**config.mk**
```make
export PLATFORM = sky130hd
export DESIGN_NAME = sparc_ifu_thrpick
export DESIGN_NICKNAME = d
export VERILOG_FILES = /design/src/rtl/sparc_ifu_thrpick_pkg.sv /design/src/rtl/sparc_ifu_rrpick4.sv /design/src/rtl/sparc_ifu_thrpick.sv
export SDC_FILE = /design/constraint.sdc
export NUM_CORES = 1
export LEC_CHECK = 0
export ABC_AREA = 1
export CORE_UTILIZATION = 53
export CTS_CLUSTER_DIAMETER = 80
export DETAILED_ROUTE_END_ITERATION = 7
export HOLD_SLACK_MARGIN = 0.08
export PLACE_DENSITY_LB_ADDON = 0.3
export SYNTH_ARGS = -nofsm -noshare
export SYNTH_HDL_FRONTEND = slang
export SYNTH_SLANG_ARGS = --single-unit
```
**constraint.sdc**
```tcl
create_clock -name clk -period 3.2 [get_ports clk]
set_clock_uncertainty 0.2 [all_clocks]
set_input_delay 0.48 -clock clk [delete_from_list [all_inputs] [get_ports clk]]
set_output_delay 0.48 -clock clk [all_outputs]
set_load 0.02 [all_outputs]
```
**src/rtl/sparc_ifu_thrpick_pkg.sv**
```systemverilog
// Shared IFU thread-FSM encodings and decode bit positions for the thread picker.
package sparc_ifu_thrpick_pkg;

  localparam int unsigned THR_N  = 4;  // threads per core
  localparam int unsigned THR_SW = 5;  // thread FSM state width
  localparam int unsigned THR_IW = 2;  // thread index width

  // Thread FSM state encodings
  localparam logic [THR_SW-1:0] THRFSM_IDLE     = 5'b00000;
  localparam logic [THR_SW-1:0] THRFSM_HALT     = 5'b00010;
  localparam logic [THR_SW-1:0] THRFSM_WAIT     = 5'b00001;
  localparam logic [THR_SW-1:0] THRFSM_RDY      = 5'b11001;
  localparam logic [THR_SW-1:0] THRFSM_SPEC_RDY = 5'b10011;
  localparam logic [THR_SW-1:0] THRFSM_RUN      = 5'b00101;
  localparam logic [THR_SW-1:0] THRFSM_SPEC_RUN = 5'b00111;

  // Decode bit positions within a state word
  localparam int unsigned THR_RDY_BIT     = 4;
  localparam int unsigned THR_RUN_BIT     = 2;
  localparam int unsigned THR_SPEC_BIT    = 1;
  localparam int unsigned THR_SPEC_LO_BIT = 0;

endpackage

```
**src/rtl/sparc_ifu_rrpick4.sv**
```systemverilog
// Combinational 4-way rotating-priority picker: first request at or above i_ptr, modulo 4.
module sparc_ifu_rrpick4
  import sparc_ifu_thrpick_pkg::*;
(
  input  logic [THR_N-1:0]  i_req,
  input  logic [THR_IW-1:0] i_ptr,
  output logic [THR_N-1:0]  o_grant,
  output logic [THR_IW-1:0] o_idx
);

  logic              w_found;
  logic [THR_IW-1:0] w_j;

  // Scan from i_ptr upward, wrapping, and grant the first requester.
  always_comb begin
    o_grant = '0;
    o_idx   = '0;
    w_found = 1'b0;
    w_j     = '0;
    for (int k = 0; k < THR_N; k++) begin
      w_j = i_ptr + THR_IW'(k);
      if (!w_found && i_req[w_j]) begin
        w_found      = 1'b1;
        o_idx        = w_j;
        o_grant[w_j] = 1'b1;
      end
    end
  end

endmodule

```
**src/rtl/sparc_ifu_thrpick.sv**
```systemverilog
// Per-core thread picker: idle picks, quantum-forced switches, LRU pointer, non-speculative preference.
module sparc_ifu_thrpick
  import sparc_ifu_thrpick_pkg::*;
#(
  parameter int unsigned QUANTUM = 16,
  parameter int unsigned QW      = 5
)
(
  input  logic              clk,
  input  logic              reset,
  input  logic [THR_SW-1:0] thr_state0,
  input  logic [THR_SW-1:0] thr_state1,
  input  logic [THR_SW-1:0] thr_state2,
  input  logic [THR_SW-1:0] thr_state3,
  input  logic              hold,
  output logic [THR_N-1:0]  schedule,
  output logic              switch_out,
  output logic [THR_N-1:0]  cur_thr
);

  localparam logic [QW-1:0] QMAX = QW'(QUANTUM - 1);

  logic [THR_N-1:0][THR_SW-1:0] w_state;
  logic [THR_N-1:0]  w_rdy, w_spec, w_run;
  logic [THR_N-1:0]  w_cand, w_cand_ns, w_cand_sp;
  logic [THR_N-1:0]  w_grant_ns, w_grant_sp, w_grant;
  logic [THR_IW-1:0] w_idx_ns, w_idx_sp, w_idx;
  logic              w_qsat, w_pick_idle, w_pick_force, w_pick;

  logic [THR_N-1:0]  r_cur_thr;
  logic [THR_IW-1:0] r_ptr;
  logic [QW-1:0]     r_qcnt;

  assign w_state = {thr_state3, thr_state2, thr_state1, thr_state0};

  // Decode ready / speculative / running bits per thread.
  always_comb begin
    w_rdy  = '0;
    w_spec = '0;
    w_run  = '0;
    for (int i = 0; i < THR_N; i++) begin
      w_rdy[i]  = w_state[i][THR_RDY_BIT];
      w_spec[i] = w_state[i][THR_SPEC_BIT] & w_state[i][THR_SPEC_LO_BIT] & ~w_state[i][THR_RUN_BIT];
      w_run[i]  = w_state[i][THR_RUN_BIT];
    end
  end

  assign w_cand    = w_rdy & ~w_run;
  assign w_cand_ns = w_cand & ~w_spec;
  assign w_cand_sp = w_cand & w_spec;

  sparc_ifu_rrpick4 u_pick_ns (
    .i_req   (w_cand_ns),
    .i_ptr   (r_ptr),
    .o_grant (w_grant_ns),
    .o_idx   (w_idx_ns)
  );

  sparc_ifu_rrpick4 u_pick_sp (
    .i_req   (w_cand_sp),
    .i_ptr   (r_ptr),
    .o_grant (w_grant_sp),
    .o_idx   (w_idx_sp)
  );

  // Speculative-ready threads only compete when no non-speculative one is ready.
  assign w_grant = (|w_cand_ns) ? w_grant_ns : w_grant_sp;
  assign w_idx   = (|w_cand_ns) ? w_idx_ns   : w_idx_sp;

  assign w_qsat       = (r_qcnt == QMAX);
  assign w_pick_idle  = !hold && (w_run == '0) && (|w_cand);
  assign w_pick_force = !hold && $onehot(w_run) && w_qsat && (|w_cand);
  assign w_pick       = w_pick_idle || w_pick_force;

  // Outputs feed the FSMs combinationally and are gated off while reset is high.
  assign schedule   = (w_pick && !reset) ? w_grant : '0;
  assign switch_out = w_pick_force && !reset;
  assign cur_thr    = r_cur_thr;

  // Last-scheduled thread, priority pointer and run-quantum counter.
  always_ff @(posedge clk or posedge reset) begin
    if (reset) begin
      r_cur_thr <= '0;
      r_ptr     <= '0;
      r_qcnt    <= '0;
    end else if (w_pick) begin
      r_cur_thr <= w_grant;
      r_ptr     <= w_idx + THR_IW'(1);
      r_qcnt    <= '0;
    end else if (!hold && (w_run != '0) && !w_qsat) begin
      r_qcnt    <= r_qcnt + QW'(1);
    end
  end

`ifndef SYNTHESIS
  // Flag more than one running thread and malformed ready encodings.
  always @(posedge clk) begin
    if (!reset) begin
      assert ($countones(w_run) <= 1)
        else $error("sparc_ifu_thrpick: more than one thread in RUN (%b)", w_run);
      for (int i = 0; i < THR_N; i++) begin
        assert (!w_state[i][THR_RDY_BIT] || (w_state[i] == THRFSM_RDY) ||
                (w_state[i] == THRFSM_SPEC_RDY))
          else $error("sparc_ifu_thrpick: bad ready encoding on thread %0d (%b)", i, w_state[i]);
      end
    end
  end
`endif

endmodule

```
# After elaboration in Yosys (flattened, before gate mapping)
# Index checks and enable logic that the tools add are counted.
# Widths: inputs -> output; s select.
dict set report classes {
  n_bitwise 23
  n_addsub 8
  shifts 0
  reduce_logical 34
  mux 51
  n_lt_le_gt_ge 8
  n_eq_ne 2
  multipliers 0
  div 0
}
# op n
set ops {}
lappend ops {{$mux 4} 10}
lappend ops {{$or 4x4->4} 6}
lappend ops {{$logic_and 1x1->1} 19}
lappend ops {{$mux 1} 18}
lappend ops {{$mux 2} 9}
lappend ops {{$bmux 1 s2} 8}
lappend ops {{$and 4x4->4} 3}
lappend ops {{$lt 2x3->1 const B} 4}
lappend ops {{$mux 5} 2}
lappend ops {{$logic_not 1->1} 9}
lappend ops {{$and 1x1->1} 8}
lappend ops {{$demux 1 s2} 4}
lappend ops {{$ge 2x1->1 const B} 4}
lappend ops {{$not 4->4} 2}
lappend ops {{$reduce_or 4->1} 2}
lappend ops {{$add 5x1->5 const B} 1}
lappend ops {{$eq 5x4->1 const B} 1}
lappend ops {{$add 1x1->2} 2}
lappend ops {{$add 2x1->2 const B} 2}
lappend ops {{$add 2x2->2 const B} 2}
lappend ops {{$logic_not 4->1} 1}
lappend ops {{$not 1->1} 4}
lappend ops {{$reduce_bool 4->1} 1}
lappend ops {{$add 2x2->3} 1}
lappend ops {{3 further kinds} 3}
dict set report word_totals {
  romBits 0
  ff_bits 11
  in_bits 23
  word_cells 129
  memories 0
  latch_bits 0
  ram_bits 0
}

# Longest topological paths before layout
# Gate-level depths: netlist of the first run.
dict set report logic_depth {
  ltp_word 18
  ltp_mapped 15
  ltp_nobuf 15
}

# Hierarchy
# From an unflattened synthesis of the first run, not the netlist that was laid out.
dict set report hier_totals {
  hier_cells 291
  area_unflattened_um2 1944.4
}
# module cells_per_inst instances area_per_inst_um2
set by_module_without_submodules {}
lappend by_module_without_submodules {sparc_ifu_thrpick 127 1 952.2}
lappend by_module_without_submodules {{sparc_ifu_rrpick4 at u_pick_sp} 82 1 515.5}
lappend by_module_without_submodules {{sparc_ifu_rrpick4 at u_pick_ns} 82 1 476.7}

# Least setup slack after synthesis of the first run
# No wires, ideal clock.
dict set report synth_timing {
  path_kind {input-to-output}
  from {in thr_state0[2]}
  to {out schedule[0]}
  stages 13
  setup_slack_ps 58
  arrival_ps 2462
  required_time_ps 2520
  path_cell_list {inv_2 > fa_1 > inv_1 > ha_1 > ha_1 > inv_1 > nand2_1 > nor3_1 > nand3_1 > nand2_1 > buf_2 > nand3_1 > nor2_1}
}
dict set report synth_between {
  elab_chain_cells 18
  elab_cells_between_ends 70
}
# element line_no
set synth_rtl {}
lappend synth_rtl {{start, declared} sparc_ifu_thrpick.sv:11} ;# input logic [THR_SW-1:0] thr_state0,
lappend synth_rtl {{$not 1->1} sparc_ifu_thrpick.sv:43} ;# w_spec[i] = w_state[i][THR_SPEC_BIT] & w_state[i][THR_SPEC_LO_BIT] & ~w_state[i][THR_RUN_BIT];
lappend synth_rtl {{$and 1x1->1} sparc_ifu_thrpick.sv:43}
lappend synth_rtl {{$not 4->4} sparc_ifu_thrpick.sv:49} ;# assign w_cand_ns = w_cand & ~w_spec;
lappend synth_rtl {{$and 4x4->4} sparc_ifu_thrpick.sv:49}
lappend synth_rtl {{$bmux 1 s2} sparc_ifu_rrpick4.sv:22} ;# if (!w_found && i_req[w_j]) begin
lappend synth_rtl {{$mux 1 (not written as such)} sparc_ifu_rrpick4.sv:22}
lappend synth_rtl {{$mux 1} sparc_ifu_rrpick4.sv:22}
lappend synth_rtl {{$logic_not 1->1} sparc_ifu_rrpick4.sv:22}
lappend synth_rtl {{[2 not listed]} --}
lappend synth_rtl {{$logic_not 1->1} sparc_ifu_rrpick4.sv:22}
lappend synth_rtl {{$logic_and 1x1->1} sparc_ifu_rrpick4.sv:22}
lappend synth_rtl {{$mux 1} sparc_ifu_rrpick4.sv:22}
lappend synth_rtl {{$logic_not 1->1} sparc_ifu_rrpick4.sv:22}
lappend synth_rtl {{$logic_and 1x1->1} sparc_ifu_rrpick4.sv:22}
lappend synth_rtl {{$mux 4} sparc_ifu_rrpick4.sv:22}
lappend synth_rtl {{$mux 4} sparc_ifu_thrpick.sv:67} ;# assign w_grant = (|w_cand_ns) ? w_grant_ns : w_grant_sp;
lappend synth_rtl {{$mux 4 *} sparc_ifu_thrpick.sv:76} ;# assign schedule = (w_pick && !reset) ? w_grant : '0;
lappend synth_rtl {{end, declared} sparc_ifu_thrpick.sv:16} ;# output logic [THR_N-1:0] schedule,
# Every way passes the cells marked *; elsewhere a longest branch is shown, timed or not. The select of a mux whose other input is x is not followed.

# Worst setup path after layout of the first run
# Same ends and word-level chain as after synthesis.

==> out/metrics.cfg, run 1 <==
[yosys]
ys_seq_area_share_pct=16.1
synth_fp_nets=289
synth_compound_area_share_pct=7.92
netlist_instances=254
synth_top_family_by_area=simple AND/OR/NAND/NOR gates
netlist_top_cells_area=dfrtp_1 16%, nand2_1 12%, nand3_1 11%
synth_top_area_cell=dfrtp_1
postSynthRegisterBits=11
yosys_warnings=0
synth_fa_ha_area_share_pct=9.24
synth_top_area_share_pct=16.1
syn_area_um2=1710
synth-xor-area-share_pct=0.513
synth-simple-area-share_pct=55.5
avgSynthCellArea_um2=6.72
synth_cell_types=31
synthMuxAreaShare_pct=0

[cts]
cts_root_buf=clkbuf_4
cts_tree=done
clk_pin_slew_ns=0.07
htreeDepth=1
cts_sinks=11
numCtsBuffers=3
clk_latency_ns=0.27
cts_max_path_buffers=2

[sta]
holdWs_ns=0.287
setup-violations-final=0
worstMarginPinSlew_ns=0.410
hold_viol=0
tns_ns=0
slew_violations=0
slew_headroom_pct=72.6
fmaxAchievable_mhz=316
post-route-period-util_pct=98.9
post-route-min-period_ns=3.16

[floorplan]
rows=20
pin_count=32
initial_core_util_pct=55.9
dieArea_um2=3450
die-height_um=58.7
core_um2=3050
die_w_um=58.7

[grt]
grt_pass1_vias=1893
grt.total_usage_pct=29.9
grt_max_degree=16
antenna_found_initial=0
overflow=0
grt_pass1_wl_mm=8.07

[critical_path]
r2r_cells=9
cp-start-kind=input pin
crit_required_ns=2.52
cp-end-kind=output pin
crit_path_max_fanout=5
worstSetupPathType=in2out
crit_arrival_ns=2.48

[detailed_routing]
drc_errors=0
firstDrtPassIters=4
drt_iter0_drc=79
wl_per_cell_um=13.4
drt_wl_total_mm=4.82
antenna_left=0
vias=1903
viasPerCell=5.29

[power]
p_leak_nw=1.20
powerDensity_nw_per_um2=718
peakVddDrop_mv=0.413

[job]
drv_cap=0

[final_layout]
drive_gt1_share_pct=38.3
finalInstanceArea_um2=2340
area.growth.synth_to_final_pct=36.9
fin_cells=360
antennaDiodeCount=0
nFillCells=247
fin_nets=352

[worst_hold_path]
whs_path_depth=2
min_path_type=reg2reg

[placement]
place_area_um2=2250
hpwl_mm=3.66
dp.cells=355
gp_congestion=0.932
io_buffers=27

[outcome]
status=finished, final reports clean

routing by layer:
metal | up-vias | global-route usage, % | wire length (um)
met3 | 11 | 1.10 | 120
met1 | 904 | 38.8 | 2020
met5 | - | 0 | 0
met4 | 0 | 11.2 | 105
met2 | 38 | 52.8 | 2580
li1 | 950 | - | -
synthesized netlist by cell type (all sizes together):
| cell | n |
|---|---|
| a21oi | 5 |
| a31oi | 2 |
| buf | 4 |
| clkinv | 1 |
| dfrtp | 11 |
| fa | 1 |
| ha | 11 |
| inv | 38 |
| nand2 | 80 |
| nand3 | 47 |
| nand4 | 5 |
| nor2 | 29 |
| nor3 | 4 |
| o211ai | 1 |
| o21a | 2 |
| o21ai | 4 |
| o22ai | 8 |
| xnor2 | 1 |
worst max-delay path, cell delays in order:
cell     delay [ns]
buf_6          0.08
inv_2          0.04
fa_1           0.53
inv_1          0.06
ha_2           0.19
ha_4           0.24
inv_2          0.05
nand2_2        0.05
nor3_2         0.14
nand3_2        0.14
nand2_4        0.13
nand3_2        0.10
nor2_1         0.10
buf_4          0.15
layout by cell type, fill, tap and decap left out, drive strengths merged, types with 2 or more instances in the layout:
master,Yosys,final
clkbuf,0,4
buf,4,43
nor2,29,29
nand4,5,5
nor3,4,4
a31oi,2,2
clkdlybuf4s50,0,18
nand2,80,80
nand3,47,47
a21oi,5,5
dfrtp,11,11
o21a,2,2
ha,11,11
inv,38,38
o22ai,8,8
o21ai,4,4
what timing repair did:
item	CTS	global route
hold endpoints to repair	0	0
hold buffers	0	0
gates resized for setup	46	8
pin swaps	7	4
setup endpoints to repair	6	5
gates cloned	0	0
setup buffers	1	0
cells by family after synthesis:
kind of cell,count (synthesis)
buf+inv,43
simple gates,165
flops,11
xor+xnor,1
fa+ha+maj,12
compound gates,22
metrics by stage:
step	utilization [%]	power, mW	setup WS (ns)
detailed placement	73.9	1.53	-0.946
CTS	75.5	1.65	0.0245
floorplan	-	1.14	0.0580
global route	76.5	1.81	-0.0304
global placement	73.9	1.49	-0.851
finish	76.5	1.68	0.0357
sequential cells by signal, indices dropped and copies added, names as in the netlist:
register and count:
cur_thr 4, r_ptr 2, r_qcnt 5
power breakdown:
part | switching, mW | internal, mW
logic | 0.820 | 0.519
clock network | 0.0474 | 0.0484
registers | 0.0408 | 0.202
final timing paths:
check	start	slack, ns	end
setup / recovery	thr_state0[2]	0.04	schedule[0]
hold / removal	cur_thr[2]	0.29	cur_thr[2]
setup reg to reg	r_qcnt[0]	0.93	r_qcnt[2]
hold reg to reg	cur_thr[2]	0.29	cur_thr[2]
max in group asynchronous	reset	2.04	cur_thr[0]
min in group asynchronous	reset	0.47	r_qcnt[3]
cell type report:
cell class	count	area (um^2)	area share (%)
Clock buffer	4	26.3	1.12
Inverter	39	150	6.43
Multi-Input combinational cell	200	1310	56.2
Sequential cell	11	275	11.8
Tap cell	44	55.1	2.36
Timing Repair Buffer	62	515	22.1
No activity file was read; power rests on OpenSTA's default activity.
==> run 2: changes to the inputs <==
--- a/config.mk
+++ b/config.mk
@@ -7,6 +7,7 @@
 export LEC_CHECK = 0
 export ABC_AREA = 1
 export CORE_UTILIZATION = 53
+export CTS_BUF_LIST = sky130_fd_sc_hd__clkbuf_16
 export CTS_CLUSTER_DIAMETER = 80
 export DETAILED_ROUTE_END_ITERATION = 7
 export HOLD_SLACK_MARGIN = 0.08
==> run 2 against run 1 <==
Effect of this change:
- clock power increased by 140%
- sequential power increased by 2%
- cell count increased by 0.28%
- sequential share of layout area decreased by 0.25 points
- die area unchanged
- power increased by 7.9%
- via count increased by 0.26%
- critical path depth unchanged
- utilization increased by 1.6 points
- global-route usage increased by 1.7 points
- critical endpoint is now schedule[3]
- largest power group unchanged
- highest routed layer unchanged
==> out/metrics.cfg, run 2 (same netlist as run 1, synthesis figures left out) <==
[final_layout]
area.growth.synth_to_final_pct=39.8  ; was 36.9%
fin_util_pct=78.2  ; was 76.5%
drive_gt1_share_pct=37.9  ; was 38.3%
antennaDiodeCount=0  ; unchanged
regArea_um2=275  ; unchanged
final_common_cell=nand2_1  ; unchanged
top_register=r_qcnt  ; unchanged
largest_reg_flops=5  ; unchanged
final_cell_mix=54 x nand2_1, 39 x buf_4, 32 x nand3_1  ; was 54 x nand2_1, 38 x buf_4, 30 x nand3_1
nFillCells=231  ; was 247
multi_input_area_um2=1300  ; was 1310 um^2
fin_nets=353  ; was 352
fin_cells=361  ; was 360
finalInstanceArea_um2=2390  ; was 2340 um^2

[cts]
clk_latency_ns=0.24  ; was 0.27 ns
numCtsBuffers=3  ; unchanged
cts_root_buf=clkbuf_16  ; was clkbuf_4
cts_tree=done  ; unchanged
clk_pin_slew_ns=0.04  ; was 0.07 ns
cts_sinks=11  ; unchanged
htreeDepth=1  ; unchanged
hold_buffers=0  ; unchanged
cts_max_path_buffers=2  ; unchanged

[grt]
grt_pass1_wl_mm=8.45  ; was 8.07 mm
overflow=0  ; unchanged
grt_pass1_vias=1890  ; was 1,893
antenna_found_initial=0  ; unchanged
grt.total_usage_pct=31.6  ; was 29.9%
grt_max_degree=16  ; unchanged

[critical_path]
worstSetupStartpoint=thr_state0[2]  ; unchanged
timing.critical_path.to=schedule[3]  ; was schedule[0]
crit_required_ns=2.52  ; about the same
crit_buf_inv=5  ; unchanged
r2r_cells=12  ; was 9
worstSetupPathType=in2out  ; unchanged
crit_chain=buf_6 -> inv_2 -> fa_1 -> inv_1 -> ha_2 -> ha_4 -> inv_2 -> nand2_2 -> nor3_2 -> nand3_2 -> nand2_4 -> nand3_2 -> nor2_2 -> buf_6  ; was buf_6 -> inv_2 -> fa_1 -> inv_1 -> ha_2 -> ha_4 -> inv_2 -> nand2_2 -> nor3_2 -> nand3_2 -> nand2_4 -> nand3_2 -> nor2_1 -> buf_4
r2r-start=r_qcnt[0]  ; unchanged
path_delay_family=adder cells  ; unchanged
cp-start-kind=input pin  ; unchanged
crit_cells=14  ; unchanged
crit_arrival_ns=2.45  ; was 2.48 ns
crit_slowest_cell=fa_1  ; unchanged
crit_path_max_fanout=5  ; unchanged
max_stage_delay_ns=0.53  ; about the same
cp-end-kind=output pin  ; unchanged
reg2reg_slack_ns=0.90  ; was 0.93 ns
r2r_end=r_ptr[1]  ; was r_qcnt[2]

[sta]
slew_violations=0  ; unchanged
slew_headroom_pct=71.3  ; was 72.6%
post-route-period-util_pct=97.9  ; was 98.9%
post-route-min-period_ns=3.13  ; was 3.16 ns
tns_ns=0  ; unchanged
hold_viol=0  ; unchanged
fmaxAchievable_mhz=319  ; was 316 MHz
worstMarginPinSlew_ns=0.429  ; was 0.410 ns
setup-violations-final=0  ; unchanged

[detailed_routing]
antenna_left=0  ; unchanged
drt_iter0_drc=114  ; was 79
vias=1908  ; was 1,903
drc_errors=0  ; unchanged
wl_per_cell_um=13.7  ; was 13.4 um
drt_wl_total_mm=4.94  ; was 4.82 mm
viasPerCell=5.29  ; about the same
firstDrtPassIters=4  ; unchanged

[placement]
io_buffers=27  ; unchanged
gp_congestion=0.932  ; unchanged
dp.cells=355  ; unchanged
hpwl_mm=3.66  ; unchanged
place_area_um2=2250  ; unchanged

[floorplan]
pin_count=32  ; unchanged
initial_core_util_pct=55.9  ; unchanged
dieArea_um2=3450  ; unchanged
rows=20  ; unchanged
die_w_um=58.7  ; unchanged
core_um2=3050  ; unchanged
die-height_um=58.7  ; unchanged

[worst_hold_path]
min_path_type=reg2reg  ; unchanged

[job]
drv_cap=0  ; unchanged

[power]
p_leak_nw=1.23  ; was 1.20 nW
peakVddDrop_mv=0.599  ; was 0.413 mV
power_mw=1.81  ; was 1.68 mW
powerDensity_nw_per_um2=758  ; was 718 nW/um^2

[outcome]
status=finished, final reports clean  ; unchanged

## run 2: layout make-up
type                       instances  area share [%]
multi-input combinational        200            54.6
timing repair buffer              63            21.9
sequential                        11            11.5
clock inverter                     1           0.157
tap                               44            2.31
clock buffer                       3            3.15
inverter                          39            6.29
## run 2: how the worst min path moves through the flow
| stage | startpoint | to | depth (start not counted) |
|---|---|---|---|
| floorplan | reset | cur_thr[0] | 1 |
| global placement | cur_thr[0] | cur_thr[0] | 2 |
| detailed placement | cur_thr[2] | cur_thr[2] | 2 |
| CTS | cur_thr[3] | cur_thr[3] | 2 |
| global route | cur_thr[0] | cur_thr[0] | 2 |
| finish | cur_thr[0] | cur_thr[0] | 2 |
## run 2: power by group
part / total (mW) / internal [mW] / switching, mW
Combinational: 1.34 / 0.518 / 0.817
Sequential: 0.247 / 0.203 / 0.0442
Clock: 0.227 / 0.164 / 0.0628
## run 2: metal layers
metal	part of all wire, %	global-route usage [%]	vias up
met4	1.9	7.82	0
met2	53	57.3	43
met3	3.4	2.64	11
li1	-	-	955
met1	42	40.4	899
met5	0	0	-
## run 2: worst min-delay path, delay by kind of cell (launching register included)
family | cells | cell delay, ns
DFF | 1 | 0.33
and+or+nand+nor | 2 | 0.12
## run 2: timing repair
action	4_1_cts	5_1_grt
endpoints found under the setup margin	9	5
setup buffers	2	0
pin swaps	7	4
gates resized for setup	47	5
endpoints found under the hold margin	0	0
## run 2: metrics by stage
stage | hold slack, ns | worst slack, ns
after floorplan | 0.132 | 0.0580
after global placement | 0.267 | -0.851
after detailed placement | 0.273 | -0.946
after CTS | 0.287 | 0.00237
after global routing | 0.334 | -0.0329
final | 0.294 | 0.0656
==> run 3: changes to the inputs <==
--- a/config.mk
+++ b/config.mk
@@ -6,7 +6,7 @@
 export NUM_CORES = 1
 export LEC_CHECK = 0
 export ABC_AREA = 1
-export CORE_UTILIZATION = 53
+export CORE_UTILIZATION = 55
 export CTS_BUF_LIST = sky130_fd_sc_hd__clkbuf_16
 export CTS_CLUSTER_DIAMETER = 80
 export DETAILED_ROUTE_END_ITERATION = 7
@@ -14,4 +14,5 @@
 export PLACE_DENSITY_LB_ADDON = 0.3
 export SYNTH_ARGS = -nofsm -noshare
 export SYNTH_HDL_FRONTEND = slang
+export SYNTH_HIERARCHICAL = 1
 export SYNTH_SLANG_ARGS = --single-unit
==> run 3 against run 2 <==
Effect of this change:
- the flow now finishes with violations (setup timing)
- sequential share of layout area is 1.4 points lower
- synthesized cell count rose by 15%
- wire length rose by 22%
- worst hold slack better by 0.0032 ns
- critical path type unchanged
- critical endpoint is now schedule[1]
- largest cell class unchanged
==> out/metrics.cfg, run 3 <==
[yosys]
syn_area_um2=1940  ; was 1710 um^2
netlist_top_cells_area=dfrtp_1 14%, nand2_1 13%, nand3_1 13%  ; was dfrtp_1 16%, nand2_1 12%, nand3_1 11%
yosys_warnings=6  ; was 0
ys.flop_type=dfrtp_1  ; unchanged
async_reset_ff_share_pct=100  ; unchanged
postSynthRegisterBits=11  ; unchanged
avgSynthCellArea_um2=6.68  ; was 6.72 um^2
yosys-top-cells-count=69 x nand2_1, 49 x nand3_1, 35 x inv_1  ; was 56 x nand2_1, 36 x nand3_1, 24 x inv_1
synth_edf_count=0  ; unchanged
synth_top_area_share_pct=14.2  ; was 16.1%
netlist_instances=291  ; was 254
ys_seq_area_share_pct=14.2  ; was 16.1%
synth_most_common_cell=nand2_1  ; unchanged
synth_cell_types=32  ; was 31
synth_top_area_cell=dfrtp_1  ; unchanged
synth_fp_nets=330  ; was 289

[final_layout]
antennaDiodeCount=0  ; unchanged
final_cell_mix=62 x nand2_1, 46 x nand3_1, 45 x buf_4  ; was 54 x nand2_1, 39 x buf_4, 32 x nand3_1
drive_gt1_share_pct=35.4  ; was 37.9%
nFillCells=233  ; was 231
finalInstanceArea_um2=2720  ; was 2390 um^2
top_register=r_qcnt  ; unchanged
final_common_cell=nand2_1  ; unchanged
largest_reg_flops=5  ; unchanged
area.growth.synth_to_final_pct=39.9  ; was 39.8%
fin_util_pct=80.9  ; was 78.2%
fin_nets=402  ; was 353

[grt]
grt_max_degree=12  ; was 16
grt.total_usage_pct=28.4  ; was 31.6%
grt_pass1_vias=1860  ; was 1,890
grt_pass1_wl_mm=8.05  ; was 8.45 mm
antenna_found_initial=0  ; unchanged
overflow=0  ; unchanged

[outcome]
status=complete, but fails checks  ; was finished, final reports clean
violations=setup timing

[detailed_routing]
drc_errors=0  ; unchanged
drt_iter0_drc=158  ; was 114
firstDrtPassIters=5  ; was 4
antenna_left=0  ; unchanged
vias=2246  ; was 1,908
drt_wl_total_mm=6.04  ; was 4.94 mm
viasPerCell=5.50  ; was 5.29
wl_per_cell_um=14.8  ; was 13.7 um

[sta]
post-route-min-period_ns=3.27  ; was 3.13 ns
hold_viol=0  ; unchanged
worstMarginPinSlew_ns=0.450  ; was 0.429 ns
setup-violations-final=2  ; was 0
fmaxAchievable_mhz=306  ; was 319 MHz
slew_headroom_pct=69.9  ; was 71.3%
tns_ns=-0.0989  ; was 0 ns
post-route-period-util_pct=102  ; was 97.9%
setup_ws_ns=-0.0694  ; was 0.0656 ns
slew_violations=0  ; unchanged

[floorplan]
rows=21  ; was 20
dieArea_um2=3780  ; was 3450 um^2
pin_count=32  ; unchanged
die_w_um=61.5  ; was 58.7 um
initial_core_util_pct=57.8  ; was 55.9%
die-height_um=61.5  ; was 58.7 um
core_um2=3360  ; was 3050 um^2

[cts]
hold_buffers=0  ; unchanged
htreeDepth=1  ; unchanged
cts_root_buf=clkbuf_16  ; unchanged
clk_latency_ns=0.24  ; about the same
numCtsBuffers=3  ; unchanged
cts_tree=done  ; unchanged
cts_sinks=11  ; unchanged
clk_pin_slew_ns=0.05  ; was 0.04 ns
cts_max_path_buffers=2  ; unchanged

[power]
power_mw=2.40  ; was 1.81 mW
powerDensity_nw_per_um2=881  ; was 758 nW/um^2
peakVddDrop_mv=0.721  ; was 0.599 mV
p_leak_nw=1.40  ; was 1.23 nW

[critical_path]
cp-end-kind=output pin  ; unchanged
crit_path_max_fanout=6  ; was 5
worstSetupPathType=in2out  ; unchanged
cp-start-kind=input pin  ; unchanged
crit_arrival_ns=2.59  ; was 2.45 ns
crit_required_ns=2.52  ; about the same

[placement]
gp_congestion=0.796  ; was 0.932
io_buffers=27  ; unchanged
hpwl_mm=3.94  ; was 3.66 mm
place_area_um2=2460  ; was 2250 um^2

[worst_hold_path]
min_path_type=reg2reg  ; unchanged

[job]
drv_cap=0  ; unchanged

## run 3: cell types whose count changed in the layout (fill, tap and decap cells not counted), moves of 5 or more
cell	delta
nand3_1	+14
nand2_1	+8
o22ai_1	-8
a21boi_0	+7
inv_1	+7
nand3_2	-7
buf_4	+6
nor2_2	+6
o21ai_1	+5
## run 3: logic make-up after synthesis
group,synth area share (%)
flops,14.2
simple gates,52.1
compound gates,11.1
fa+ha+maj,10.7
xor+xnor,0.451
buf+inv,11.5
## run 3: worst paths after layout
kind                       cells after the start  slack (ns)          start     endpoint
min in group asynchronous                      2        0.60          reset   cur_thr[0]
max                                           15       -0.07  thr_state3[1]  schedule[1]
max in group asynchronous                      2        1.86          reset     r_ptr[0]
min reg2reg                                    2        0.30     cur_thr[2]   cur_thr[2]
min                                            2        0.30     cur_thr[2]   cur_thr[2]
max reg2reg                                   18        0.18       r_ptr[1]   cur_thr[0]
## run 3: area by class of cell
type | count | area [um^2] | share of cell area (%)
clock buffers | 3 | 75.1 | 2.76
clock inverters | 1 | 3.75 | 0.138
inverters | 46 | 201 | 7.41
multi-input cells | 232 | 1530 | 56.3
flip-flops and latches | 11 | 277 | 10.2
well taps | 46 | 57.6 | 2.12
repair buffers | 69 | 576 | 21.2
## run 3: power breakdown
group | switching (mW) | internal [mW]
sequential | 0.0663 | 0.206
combinational | 1.16 | 0.738
clock | 0.0656 | 0.164
total | 1.29 | 1.11
## run 3: metal layers
| metal | track usage (%) | wire [um] | vias to the layer above |
|---|---|---|---|
| met5 | 0 | 0 | - |
| met4 | 1.90 | 135 | 0 |
| met3 | 6.51 | 352 | 24 |
| met2 | 52.0 | 3180 | 99 |
| met1 | 35.5 | 2380 | 1034 |
| li1 | - | - | 1089 |
## run 3: worst max-delay path, cell delays in order
cell and delay (ns):
clkdlybuf4s50_1 0.43, nand2_2 0.11, nand3_2 0.10, inv_2 0.08
inv_1 0.05, nand2_1 0.09, nand3_4 0.13, buf_4 0.17
a21boi_1 0.19, a21oi_2 0.05, nand3_1 0.10, or2_1 0.13
o211ai_2 0.11, nor2_1 0.18, buf_4 0.18
## run 3: metrics by stage
step / std cells / hold WS, ns / setup slack, ns
finish: 408 / 0.297 / -0.0694
detailed placement: 390 / 0.273 / -0.772
CTS: 401 / 0.288 / 0.0159
global route: 408 / 0.316 / -0.123
global placement: 390 / 0.269 / -0.747
floorplan: 291 / 0.132 / 0.156
## run 3: what timing repair did
action,CTS,global route
pin swaps,6,15
setup buffers,7,7
endpoints found under the setup margin,5,6
cloned,0,0
gates resized for setup,29,35
